$ cat config.mk
export PLATFORM = sky130hd
export DESIGN_NAME = vehicle_status_monitor
export DESIGN_NICKNAME = d
export VERILOG_FILES = /design/src/rtl/vehicle_status_monitor.sv
export SDC_FILE = /design/constraint.sdc
export NUM_CORES = 1
export LEC_CHECK = 0
export BUFFER_PORTS_ARGS = -buffer_cell sky130_fd_sc_hd__buf_2
export CAP_MARGIN = 20
export CORE_MARGIN = 10
export CORE_UTILIZATION = 59
export DETAILED_ROUTE_END_ITERATION = 6
export PLACE_DENSITY = 0.85
export SLEW_MARGIN = 25
export SYNTH_ARGS = -nofsm -noshare
export SYNTH_HDL_FRONTEND = slang
export SYNTH_SLANG_ARGS = --single-unit
$ cat constraint.sdc
create_clock -name clk -period 4.2 [get_ports clk]
set_input_delay 0.84 -clock clk [delete_from_list [all_inputs] [get_ports clk]]
set_output_delay 0.84 -clock clk [all_outputs]
set_load 0.01 [all_outputs]
$ cat src/rtl/vehicle_status_monitor.sv
// Vehicle status monitor: debounced CPU overheat flag, trip arrival flag and low-fuel flag.
// Optional macro VSM_FUEL_FILTER_EN enables an 8-cycle filter on the low-fuel flag.
//
// state    | meaning
// COOL     | not overheated, no hot samples pending
// HEATING  | not overheated, counting consecutive samples >= HOT_ON
// HOT      | overheated, no cool samples pending
// COOLING  | overheated, counting consecutive samples <= HOT_OFF
module vehicle_status_monitor #(
  parameter logic [7:0] HOT_ON   = 8'd90,
  parameter logic [7:0] HOT_OFF  = 8'd80,
  parameter int         DEBOUNCE = 4,
  parameter logic [7:0] FUEL_LOW = 8'd10
) (
  input  logic        clk,
  input  logic        reset,
  input  logic [7:0]  temp,
  input  logic        temp_valid,
  input  logic        dist_pulse,
  input  logic        load_target,
  input  logic [11:0] target_dist,
  input  logic [7:0]  fuel_level,
  output logic        cpu_overheated,
  output logic        arrived,
  output logic        gas_tank_empty
);

  localparam logic [1:0] COOL    = 2'd0;
  localparam logic [1:0] HEATING = 2'd1;
  localparam logic [1:0] HOT     = 2'd2;
  localparam logic [1:0] COOLING = 2'd3;

  localparam logic [3:0] DEB_CNT = 4'(DEBOUNCE);

  logic [1:0]  state, state_nxt;
  logic [3:0]  run_cnt, cnt_nxt, cnt_inc;
  logic [11:0] dist_cnt, target_reg;
  logic        fuel_low;

  assign cnt_inc = run_cnt + 4'd1;

  always_comb begin
    state_nxt = state;
    cnt_nxt   = run_cnt;
    if (temp_valid) begin
      case (state)
        COOL: begin
          if (temp >= HOT_ON) begin
            state_nxt = HEATING;
            cnt_nxt   = 4'd1;
          end else begin
            cnt_nxt = 4'd0;
          end
        end
        HEATING: begin
          if (temp >= HOT_ON) begin
            if (cnt_inc == DEB_CNT) begin
              state_nxt = HOT;
              cnt_nxt   = 4'd0;
            end else begin
              cnt_nxt = cnt_inc;
            end
          end else begin
            state_nxt = COOL;
            cnt_nxt   = 4'd0;
          end
        end
        HOT: begin
          if (temp <= HOT_OFF) begin
            state_nxt = COOLING;
            cnt_nxt   = 4'd1;
          end
        end
        COOLING: begin
          if (temp <= HOT_OFF) begin
            if (cnt_inc == DEB_CNT) begin
              state_nxt = COOL;
              cnt_nxt   = 4'd0;
            end else begin
              cnt_nxt = cnt_inc;
            end
          end else begin
            state_nxt = HOT;
            cnt_nxt   = 4'd0;
          end
        end
        default: begin
          state_nxt = COOL;
          cnt_nxt   = 4'd0;
        end
      endcase
    end
  end

  always_ff @(posedge clk) begin
    if (reset) begin
      state   <= COOL;
      run_cnt <= 4'd0;
    end else begin
      state   <= state_nxt;
      run_cnt <= cnt_nxt;
    end
  end

  assign cpu_overheated = (state == HOT) || (state == COOLING);

  // Loading a new trip wins over a coincident pulse; the count saturates instead of wrapping.
  always_ff @(posedge clk) begin
    if (reset) begin
      dist_cnt   <= 12'd0;
      target_reg <= 12'd0;
    end else if (load_target) begin
      dist_cnt   <= 12'd0;
      target_reg <= target_dist;
    end else if (dist_pulse && (dist_cnt != 12'hFFF)) begin
      dist_cnt <= dist_cnt + 12'd1;
    end
  end

  assign arrived = (target_reg != 12'd0) && (dist_cnt >= target_reg);

  assign fuel_low = (fuel_level < FUEL_LOW);

`ifdef VSM_FUEL_FILTER_EN
  logic [2:0] fuel_cnt;

  // Counter reaches 7 after seven low cycles; the eighth low cycle sets the flag.
  always_ff @(posedge clk) begin
    if (reset) begin
      fuel_cnt       <= 3'd0;
      gas_tank_empty <= 1'b0;
    end else if (!fuel_low) begin
      fuel_cnt       <= 3'd0;
      gas_tank_empty <= 1'b0;
    end else if (fuel_cnt == 3'd7) begin
      gas_tank_empty <= 1'b1;
    end else begin
      fuel_cnt <= fuel_cnt + 3'd1;
    end
  end
`else
  always_ff @(posedge clk) begin
    if (reset) begin
      gas_tank_empty <= 1'b0;
    end else begin
      gas_tank_empty <= fuel_low;
    end
  end
`endif

endmodule

Word-level counts from Yosys, hierarchy flattened

Index checks and enable logic that the tools add are counted.

Flip-flop bits (word level): 31
Input port bits: 33
Output and inout port bits: 3
Logic and storage cells: 41

Add/sub/neg operators: 2
Order comparisons: 4
Eq/ne operators: 9
Multiplexer cells: 13
Reductions and logical operators: 8

Operators with widths:

| operator                | number |
|---|---|
| $mux W4                 | 4 |
| $pmux W4 S4             | 1 |
| $add A12 B1 Y12 const B | 1 |
| $ge A12 B12 Y1          | 1 |
| $mux W2                 | 6 |
| $ne A12 B12 Y1 const B  | 1 |
| $reduce_bool A12 Y1     | 1 |
| $ge A8 B7 Y1 const B    | 1 |
| $le A8 B7 Y1 const B    | 1 |
| $lt A8 B4 Y1 const B    | 1 |
| $pmux W2 S4             | 1 |
| $ne A3 B3 Y1 const B    | 2 |
| $reduce_and A5 Y1       | 1 |
| $add A4 B1 Y4 const B   | 1 |
| $eq A2 B2 Y1 const B    | 2 |
| $eq A4 B3 Y1 const B    | 1 |
| $ne A2 B2 Y1 const B    | 2 |
| $eq A2 B1 Y1 const B    | 1 |
| $logic_and A1 B1 Y1     | 2 |
| $logic_not A2 Y1        | 1 |
| $reduce_and A2 Y1       | 1 |
| $reduce_or A2 Y1        | 1 |
| $logic_or A1 B1 Y1      | 1 |
| $mux W1                 | 1 |

Depth between registers and ports, before layout

Gate-level depths: netlist of the first run.

Depth in word-level cells: 5
Depth in mapped cells: 7
Depth with buffers taken out: 7

Worst setup path before layout of the first run

Ideal clock, no wire load.

Kind: reg-to-output
Start point: register dist_cnt[0]
End point: output port arrived
Data arrival time: 1.456 ns
Required time: 3.360 ns
Path slack: 1.904 ns
Stages on the path, launching flop included: 8
Buffers on the path: 0
Cells stage by stage: dfxtp_1 -> inv_1 -> ha_1 -> nand2b_1 -> a21o_1 -> a211oi_1 -> o21ai_0 -> a22o_1

Word-level cells in the longest chain between the ends: 2

Ends and longest elaborated chain:

| element                  | line | source |
|---|---|---|
| start: declaration       | 37   | `logic [11:0] dist_cnt, target_reg;` |
| start signal: assignment | 116  | `dist_cnt <= dist_cnt + 12'd1;` |
| $ge A12 B12 Y1           | 120  | `assign arrived = (target_reg != 12'd0) && (dist_cnt >= target_reg);` |
| $logic_and A1 B1 Y1      | 120  |  |
| end: declaration         | 24   | `output logic arrived,` |

Every way passes these cells.

Worst setup path after layout of the first run

Ends and elaborated chain as after synthesis.

==> results.yml, run 1 <==
outcome:
  status: "complete, no violations"
setup_path:
  start_kind: "flip-flop"
  worstPathMaxFanout: 3
  arrival_ns: 2.08
  cp_slowest_cell: "dfxtp_1"
  end_kind: "output port"
  path_cells: "inv_1, ha_1, nand2b_1, a21o_1, a211oi_1, o21ai_0, a22o_1, buf_2"
  path_buf_inv: 2
  crit_type: "flip-flop to output port"
  crit_family: "compound AO/OA/AOI/OAI gates"
  worst_ep_required_time_ns: 3.36
  critical_path.max_stage_delay_ns: 0.36
logic_synthesis:
  syn_inst: 221
  synth_warnings: 0
  synth_edf_count: 0
  synth_top_cell_area_share: 0.337
  async_flop_share: 0
  synthTopCellsByArea: "dfxtp_1, ha_1, mux2i_1"
  avgSynthCellArea_um2: 8.33
  synth_top_area_cell: "dfxtp_1"
  yosysSeqAreaShare: 0.337
  yosysUniqueCellTypes: 44
  syn_nets: 269
  synth_seq_cells: 31
  yosys_most_used_dff: "dfxtp_1"
  netlist_top_cells_count: "dfxtp_1, nor2_1, inv_1"
  synthesis.area_um2: 1840
clock_network:
  clk_pin_slew_ns: 0.09
  cts_tree: "built"
  clock-sinks: 31
  cts_hold_buf: 0
  clk_path_buf_depth: 2
  cts_made_buffers: 5
  cts_resized: 0
  clk_latency_ns: 0.34
  root_buffer: "clkbuf_4"
  htree_levels: 2
  cts_setup_buffers: 0
floorplan:
  core_area_um2: 3030
  die_y_um: 75.9
  row_count: 20
  io_pins: 36
  start_util: 0.608
  die_area_um2: 5750
  die_w_um: 75.9
pwr:
  ir_drop_mv: 0.219
  p_leak_uw: 0.000895
  p_per_area_nw_per_um2: 266
sta:
  finalHoldViolations: 0
  worstMarginPinSlew_ns: 0.465
  slew_headroom: 0.690
  finalSetupTns_ns: 0
  maxSlewViolCount: 0
  layout_setup_ws_ns: 1.28
  period_needed_ns: 2.92
  grt_setup_unrepaired: "false"
  setup_viol: 0
  fmax_mhz: 343
  fin_worst_skew_ns: 0.00483
  post-route-period-util: 0.695
layout:
  nets: 303
  fin_area_um2: 2090
  antennaDiodeCount: 0
  fillers: 260
  fin_cells: 300
  layout-drive-gt1-share: 0.184
  syn2layout_area_growth_pct: 13.5
  final_util: 0.690
route:
  routed_wl_um: 3780
  ant_nets: 0
  first_iter_violations: 71
  drc_errors: 0
  vias: 1643
  via_per_inst: 5.48
  routedWlPerCell_um: 12.6
  first_pass_iters: 4
global_routing:
  antenna_found_initial: 0
  grt_pass1_wl_um: 6420
  grt_max_degree: 21
  grt-ovfl-total: 0
  first_global_vias: 1520
  grt_usage: 0.146
placement:
  place.detailed.instances: 292
  globalplace.congestion: 0.859
  hpwl_um: 2960
  portBuffers: 34
  postPlaceCellArea_um2: 2040
  post-place-ws_ns: 1.66
job:
  drv_cap: 0
min_path:
  hold_class: "flip-flop to flip-flop"
-- stage by stage --
stage | hold slack, ns | total power [uW]
2_1_floorplan | 0.477 | 366
3_3_place_gp | 0.499 | 393
3_5_place_dp | 0.506 | 395
4_1_cts | 0.519 | 559
5_1_grt | 0.548 | 591
6_report | 0.512 | 555
-- per-layer routing --
metal	part of all wire	track usage	vias to the layer above
met1	0.47	0.173	746
li1	-	-	855
met5	0	0	-
met3	0.054	0.0703	8
met2	0.45	0.222	34
met4	0.020	0.0598	0
-- path summary, 6_finish.rpt --
check | depth (start not counted) | slack (ns) | to | startpoint
max | 8 | 1.28 | arrived | dist_cnt[0]
min reg2reg | 2 | 0.51 | run_cnt[1] | run_cnt[1]
max reg2reg | 6 | 2.38 | state[1] | run_cnt[0]
min | 2 | 0.51 | run_cnt[1] | run_cnt[1]
-- layout make-up --
class	instances	area, um2	share of cell area
Clock inverter	1	5.00	0.00240
Multi-Input combinational cell	162	1110	0.534
Timing Repair Buffer	34	170	0.0814
Tap cell	44	55.1	0.0263
Inverter	21	78.8	0.0377
Clock buffer	7	45.0	0.0216
Sequential cell	31	621	0.297
-- cell families after synthesis --
logic type / after synthesis / share of synthesized area
XOR/XNOR: 9 / 0.0428
flip-flops: 31 / 0.337
AO/OA/AOI/OAI: 44 / 0.168
AND/OR/NAND/NOR: 81 / 0.222
buffers and inverters: 28 / 0.0571
multiplexers: 13 / 0.0707
adder cells (fa/ha/maj): 15 / 0.102
-- placed cells by master (no fill, tap or decap), types with 3 or more instances in the layout --
master     n
clkbuf_4   5
o21ai_1    3
nor4_1     5
o21ai_0    8
and3_1     3
inv_1     20
xnor2_1    3
nand4_1    8
nand2_1   11
a211oi_1   3
o21a_1     3
dfxtp_1   31
a21oi_1   10
ha_1      15
nand2b_1   3
buf_2     34
nor2_1    31
mux2i_1   13
xor2_1     6
nand3_1    9
-- worst reg2reg max path: stages, from the launching register on --
cell and delay, ns:
dfxtp_1 0.44, ha_1 0.22, nor2b_1 0.17, a211o_1 0.13, nand3_1 0.17, a211o_1 0.33, a32o_1 0.25
-- power breakdown --
| part | internal, uW | leakage (uW) | total (uW) | switching, uW |
|---|---|---|---|---|
| sequential | 303 | 0.000253 | 313 | 9.83 |
| combinational | 36.6 | 0.000613 | 75.4 | 38.8 |
| clock | 65.1 | 0.0000293 | 167 | 102 |
(Power assumes the default switching activity.)
==> inputs of run 2 (changes only) <==
--- a/config.mk
+++ b/config.mk
@@ -5,12 +5,13 @@
 export SDC_FILE = /design/constraint.sdc
 export NUM_CORES = 1
 export LEC_CHECK = 0
+export ABC_AREA = 1
 export BUFFER_PORTS_ARGS = -buffer_cell sky130_fd_sc_hd__buf_2
 export CAP_MARGIN = 20
 export CORE_MARGIN = 10
-export CORE_UTILIZATION = 59
+export CORE_UTILIZATION = 49
 export DETAILED_ROUTE_END_ITERATION = 6
-export PLACE_DENSITY = 0.85
+export PLACE_DENSITY = 0.75
 export SLEW_MARGIN = 25
 export SYNTH_ARGS = -nofsm -noshare
 export SYNTH_HDL_FRONTEND = slang
==> constraint.sdc (replaced) <==
create_clock -name clk -period 2.3 [get_ports clk]
set_input_delay 0.46 -clock clk [delete_from_list [all_inputs] [get_ports clk]]
set_output_delay 0.46 -clock clk [all_outputs]
set_load 0.01 [all_outputs]
==> results.yml, run 2 <==
sta:
  fmax_mhz: 461
  layout_setup_ws_ns: 0.129
  fin_worst_skew_ns: 0.00438
  period_needed_ns: 2.17
  setup_viol: 0
  slew_headroom: 0.641
  grt_setup_unrepaired: "false"
  finalHoldViolations: 0
  finalSetupTns_ns: 0
  worstMarginPinSlew_ns: 0.538
  maxSlewViolCount: 0
  post-route-period-util: 0.944
global_routing:
  grt_usage: 0.119
  use_met2: 0.180
  antenna_found_initial: 0
  busiest_layer: "met2"
  grt_max_degree: 24
  first_global_vias: 1598
  grt_pass1_wl_um: 6330
  grt-ovfl-total: 0
  grt_util_met3: 0.0546
  use_met1: 0.144
pwr:
  ir_drop_mv: 0.429
  comb_power_share: 0.141
  p_per_area_nw_per_um2: 544
  p_int_uw: 839
  pwr-share-clk: 0.352
  seq_power_share: 0.507
  p_leak_uw: 0.000984
  p_switching_uw: 301
  p_sw_frac: 0.264
  finalPower_uw: 1140
floorplan:
  die_y_um: 80.4
  die_w_um: 80.4
  die_area_um2: 6460
  start_util: 0.519
  core_area_um2: 3440
  row_count: 21
  io_pins: 36
route:
  routedWlPerCell_um: 10.5
  via_per_inst: 4.86
  routed_wl_um: 3620
  ant_nets: 0
  drc_errors: 0
  first_iter_violations: 69
  vias: 1673
  first_pass_iters: 4
clock_network:
  root_buffer: "clkbuf_8"
  cts_made_buffers: 5
  clk_latency_ns: 0.28
  htree_levels: 2
  cts_tree: "built"
  clock-sinks: 31
  clk_path_buf_depth: 2
  clk_pin_slew_ns: 0.06
  cts_setup_buffers: 0
setup_path:
  crit_family: "compound AO/OA/AOI/OAI gates"
  rrSetupSlack_ns: 0.67
  rr_endpoint: "dist_cnt[8]"
  end_kind: "output port"
  path_buf_inv: 3
  cp_slowest_cell: "dfxtp_1"
  path_cells: "inv_1, ha_1, a21oi_1, nor2_1, a211oi_2, nand4_1, o21ai_1, inv_1, buf_2"
  cpMostUsedCell: "inv_1"
  critical_path.max_stage_delay_ns: 0.33
  arrival_ns: 1.71
  crit_cells: 9
  worstReg2RegStart: "dist_cnt[1]"
  endpoint: "arrived"
  start_kind: "flip-flop"
  startpoint: "target_reg[9]"
  crit_type: "flip-flop to output port"
  worstPathMaxFanout: 2
  reg2reg_depth: 8
  worst_ep_required_time_ns: 1.84
logic_synthesis:
  yosysSeqAreaShare: 0.347
  yosysMostFrequentCell: "nand2_1"
  async_flop_share: 0
  synthesis.area_um2: 1790
  synth_warnings: 0
  synth_top_cell_area_share: 0.347
  netlist_top_cells_count: "nand2_1, inv_1, a21oi_1"
  yosys_most_used_dff: "dfxtp_1"
  syn_nets: 308
  avgSynthCellArea_um2: 6.87
  synth_top_area_cell: "dfxtp_1"
  synthTopCellsByArea: "dfxtp_1, ha_1, nand2_1"
  synth_edf_count: 0
  synth_seq_cells: 31
  syn_inst: 260
  yosysUniqueCellTypes: 25
placement:
  hpwl_um: 2960
  post-place-ws_ns: 0.345
  postPlaceCellArea_um2: 2000
  portBuffers: 34
  globalplace.congestion: 0.806
layout:
  layout_commonest_cell: "nand2_1"
  fin_area_um2: 2100
  nets: 345
  fillers: 336
  antennaDiodeCount: 0
  multiInputGateArea_um2: 1020
  ff_latch_area_um2: 624
  syn2layout_area_growth_pct: 17.3
  layout_common_cells: "nand2_1, inv_1, buf_2, a21oi_1, dfxtp_1"
  layout-drive-gt1-share: 0.181
outcome:
  status: "complete, no violations"
min_path:
  hold_class: "input port to flip-flop"
job:
  drv_cap: 0
run 2: changes by cell type after synthesis, sizes merged, moves of 4 or more:
cell and delta:
nand2 +41, a21oi +22, inv +17, mux2i -13, nand3 +11, o21ai +10
nand4 -6, xor2 -4
run 2: cell families (layout without fill, tap and decap cells):
| group | after synthesis | count (layout) | share of synthesized area |
|---|---|---|---|
| AND/OR/NAND/NOR | 112 | 112 | 0.279 |
| buffers and inverters | 42 | 80 | 0.0882 |
| adder cells (fa/ha/maj) | 15 | 15 | 0.105 |
| XOR/XNOR | 5 | 5 | 0.0245 |
| AO/OA/AOI/OAI | 55 | 55 | 0.155 |
| flip-flops | 31 | 31 | 0.347 |
run 2: timing repair:
| action | in CTS | in global routing |
|---|---|---|
| endpoints found under the hold margin | 0 | 0 |
| setup endpoints to repair | 0 | 1 |
| hold buffers | 0 | 0 |
| resized for setup | 0 | 6 |
run 2: per-stage QoR:
step           utilization  hold WS [ns]  cells
2_1_floorplan            -         0.443    260
3_3_place_gp         0.582         0.470    336
3_5_place_dp         0.582         0.465    336
4_1_cts              0.606         0.328    344
5_1_grt              0.609         0.344    344
6_report             0.609         0.336    344
run 2: how the worst min path moves through the flow:
| stage | cells past startpoint | end | from | slack, ns |
|---|---|---|---|---|
| after floorplan | 2 | dist_cnt[11] | dist_cnt[11] | 0.44 |
| after global placement | 2 | dist_cnt[11] | dist_cnt[11] | 0.47 |
| after detailed placement | 2 | dist_cnt[11] | dist_cnt[11] | 0.47 |
| after CTS | 2 | gas_tank_empty | fuel_level[4] | 0.33 |
| after global routing | 2 | gas_tank_empty | fuel_level[4] | 0.34 |
| final | 2 | gas_tank_empty | fuel_level[4] | 0.34 |
run 2: power by group through the flow:
stage | Clock (uW) | Sequential, uW | Combinational, uW
2_1_floorplan | 0 | 586 | 109
3_3_place_gp | 0 | 589 | 156
3_5_place_dp | 0 | 590 | 160
4_1_cts | 411 | 578 | 161
5_1_grt | 431 | 581 | 189
6_report | 401 | 578 | 161
run 2: routing by layer:
layer	wire [um]	up-vias
met5	0	-
met4	47	0
met3	230	5
met2	1470	36
met1	1870	706
li1	-	926
run 2: layout make-up:
class / count / share of cell area
Tap cell: 46 / 0.0275
Inverter: 37 / 0.0663
Clock inverter: 1 / 0.00239
Clock buffer: 7 / 0.0364
Multi-Input combinational cell: 187 / 0.485
Sequential cell: 31 / 0.298
Timing Repair Buffer: 35 / 0.0848
run 2: worst reg2reg max path, stage by stage (launching register included):
cell	delay [ns]
dfxtp_1	0.39
ha_1	0.26
nand4_2	0.14
nor2_2	0.13
nand3_2	0.09
nand2_4	0.14
nor2_4	0.05
or2_0	0.18
and2_1	0.15
==> inputs of run 3 (changes only) <==
--- a/config.mk
+++ b/config.mk
@@ -11,6 +11,7 @@
 export CORE_MARGIN = 10
 export CORE_UTILIZATION = 49
 export DETAILED_ROUTE_END_ITERATION = 6
+export MAX_ROUTING_LAYER = met4
 export PLACE_DENSITY = 0.75
 export SLEW_MARGIN = 25
 export SYNTH_ARGS = -nofsm -noshare
==> results.yml, run 3 (synthesized netlist as in run 2, its figures left out) <==
global_routing:
  first_global_vias: 1599
  grt-ovfl-total: 0
  grt_usage: 0.122
  grt_pass1_wl_um: 6320
  antenna_found_initial: 0
  use_met1: 0.150
  busiest_layer: "met2"
  use_met2: 0.180
  grt_util_met3: 0.0445
  grt_max_degree: 24
pwr:
  pwr-share-clk: 0.352
  p_switching_uw: 301
  p_sw_frac: 0.264
  p_per_area_nw_per_um2: 544
  ir_drop_mv: 0.429
  seq_power_share: 0.507
  p_leak_uw: 0.000984
  p_int_uw: 839
  comb_power_share: 0.141
setup_path:
  crit_type: "flip-flop to output port"
  cp_slowest_cell: "dfxtp_1"
  path_cells: "inv_1, ha_1, a21oi_1, nor2_1, a211oi_2, nand4_1, o21ai_1, inv_1, buf_2"
  worst_ep_required_time_ns: 1.84
  end_kind: "output port"
  start_kind: "flip-flop"
  worstPathMaxFanout: 2
  cpMostUsedCell: "inv_1"
  critical_path.max_stage_delay_ns: 0.33
  arrival_ns: 1.71
  path_buf_inv: 3
  crit_family: "compound AO/OA/AOI/OAI gates"
sta:
  finalSetupTns_ns: 0
  setup_viol: 0
  finalHoldViolations: 0
  fin_worst_skew_ns: 0.00438
  grt_setup_unrepaired: "false"
  whs_ns: 0.337
  fmax_mhz: 461
  maxSlewViolCount: 0
  layout_setup_ws_ns: 0.129
  worstMarginPinSlew_ns: 0.539
  post-route-period-util: 0.944
  slew_headroom: 0.640
  period_needed_ns: 2.17
placement:
  globalplace.congestion: 0.818
  post-place-ws_ns: 0.345
  hpwl_um: 2960
  place.detailed.instances: 336
  portBuffers: 34
clock_network:
  clk_latency_ns: 0.28
  cts_made_buffers: 5
  cts_hold_buf: 0
  cts_setup_buffers: 0
  cts_tree: "built"
  clk_path_buf_depth: 2
  clk_pin_slew_ns: 0.06
  root_buffer: "clkbuf_8"
  htree_levels: 2
  clock-sinks: 31
route:
  ant_nets: 0
  first_pass_iters: 4
  vias: 1675
  drc_errors: 0
  first_iter_violations: 69
  routed_wl_um: 3610
  routedWlPerCell_um: 10.5
  via_per_inst: 4.87
layout:
  fillers: 336
  layout-drive-gt1-share: 0.181
  layout_commonest_cell: "nand2_1"
  layout_common_cells: "nand2_1, inv_1, buf_2, a21oi_1, dfxtp_1"
  fin_cells: 344
  antennaDiodeCount: 0
  nets: 345
  syn2layout_area_growth_pct: 17.3
min_path:
  hold_class: "input port to flip-flop"
outcome:
  status: "complete, no violations"
floorplan:
  io_pins: 36
  die_w_um: 80.4
  row_count: 21
  start_util: 0.519
  core_area_um2: 3440
  die_area_um2: 6460
  die_y_um: 80.4
job:
  drv_cap: 0
-- run 3: cell counts in the layout (fill, tap and decap cells not counted) --
Identical to the previous run, type by type.
-- run 3: power groups by stage --
| stage | registers [uW] | logic, uW | clock network [uW] |
|---|---|---|---|
| 2_1_floorplan | 586 | 109 | 0 |
| 3_3_place_gp | 589 | 156 | 0 |
| 3_5_place_dp | 590 | 160 | 0 |
| 4_1_cts | 578 | 161 | 411 |
| 5_1_grt | 581 | 189 | 431 |
| 6_report | 578 | 161 | 401 |
-- run 3: worst paths after layout --
check | startpoint | end | slack, ns | cells past startpoint
worst max-delay path | target_reg[9] | arrived | 0.13 | 9
worst min register to register | dist_cnt[11] | dist_cnt[11] | 0.48 | 2
worst max register to register | dist_cnt[1] | dist_cnt[8] | 0.67 | 8
worst min-delay path | fuel_level[4] | gas_tank_empty | 0.34 | 2
-- run 3: cell type report --
class / instances / area (um2) / share of cell area
sequential: 31 / 624 / 0.298
clock inverter: 1 / 5.00 / 0.00239
multi-input combinational: 187 / 1020 / 0.485
tap: 46 / 57.6 / 0.0275
timing repair buffer: 35 / 178 / 0.0848
inverter: 37 / 139 / 0.0663
clock buffer: 7 / 76.3 / 0.0364
-- run 3: per-stage QoR --
step | area [um2] | util | total power [uW]
after floorplan | 1790 | - | 694
after CTS | 2080 | 0.606 | 1150
final | 2100 | 0.609 | 1140
after detailed placement | 2000 | 0.582 | 750
after global placement | 2000 | 0.582 | 745
after global routing | 2100 | 0.609 | 1200
-- run 3: repair_timing --
action                     CTS  global route
setup endpoints to repair    0             1
gates resized for setup      0             6
hold endpoints to repair     0             0
-- run 3: per-layer routing --
metal / vias to the layer above / share of wire
li1: 926 / -
met1: 708 / 0.54
met2: 36 / 0.41
met3: 5 / 0.042
met4: 0 / 0.013
met5: - / 0
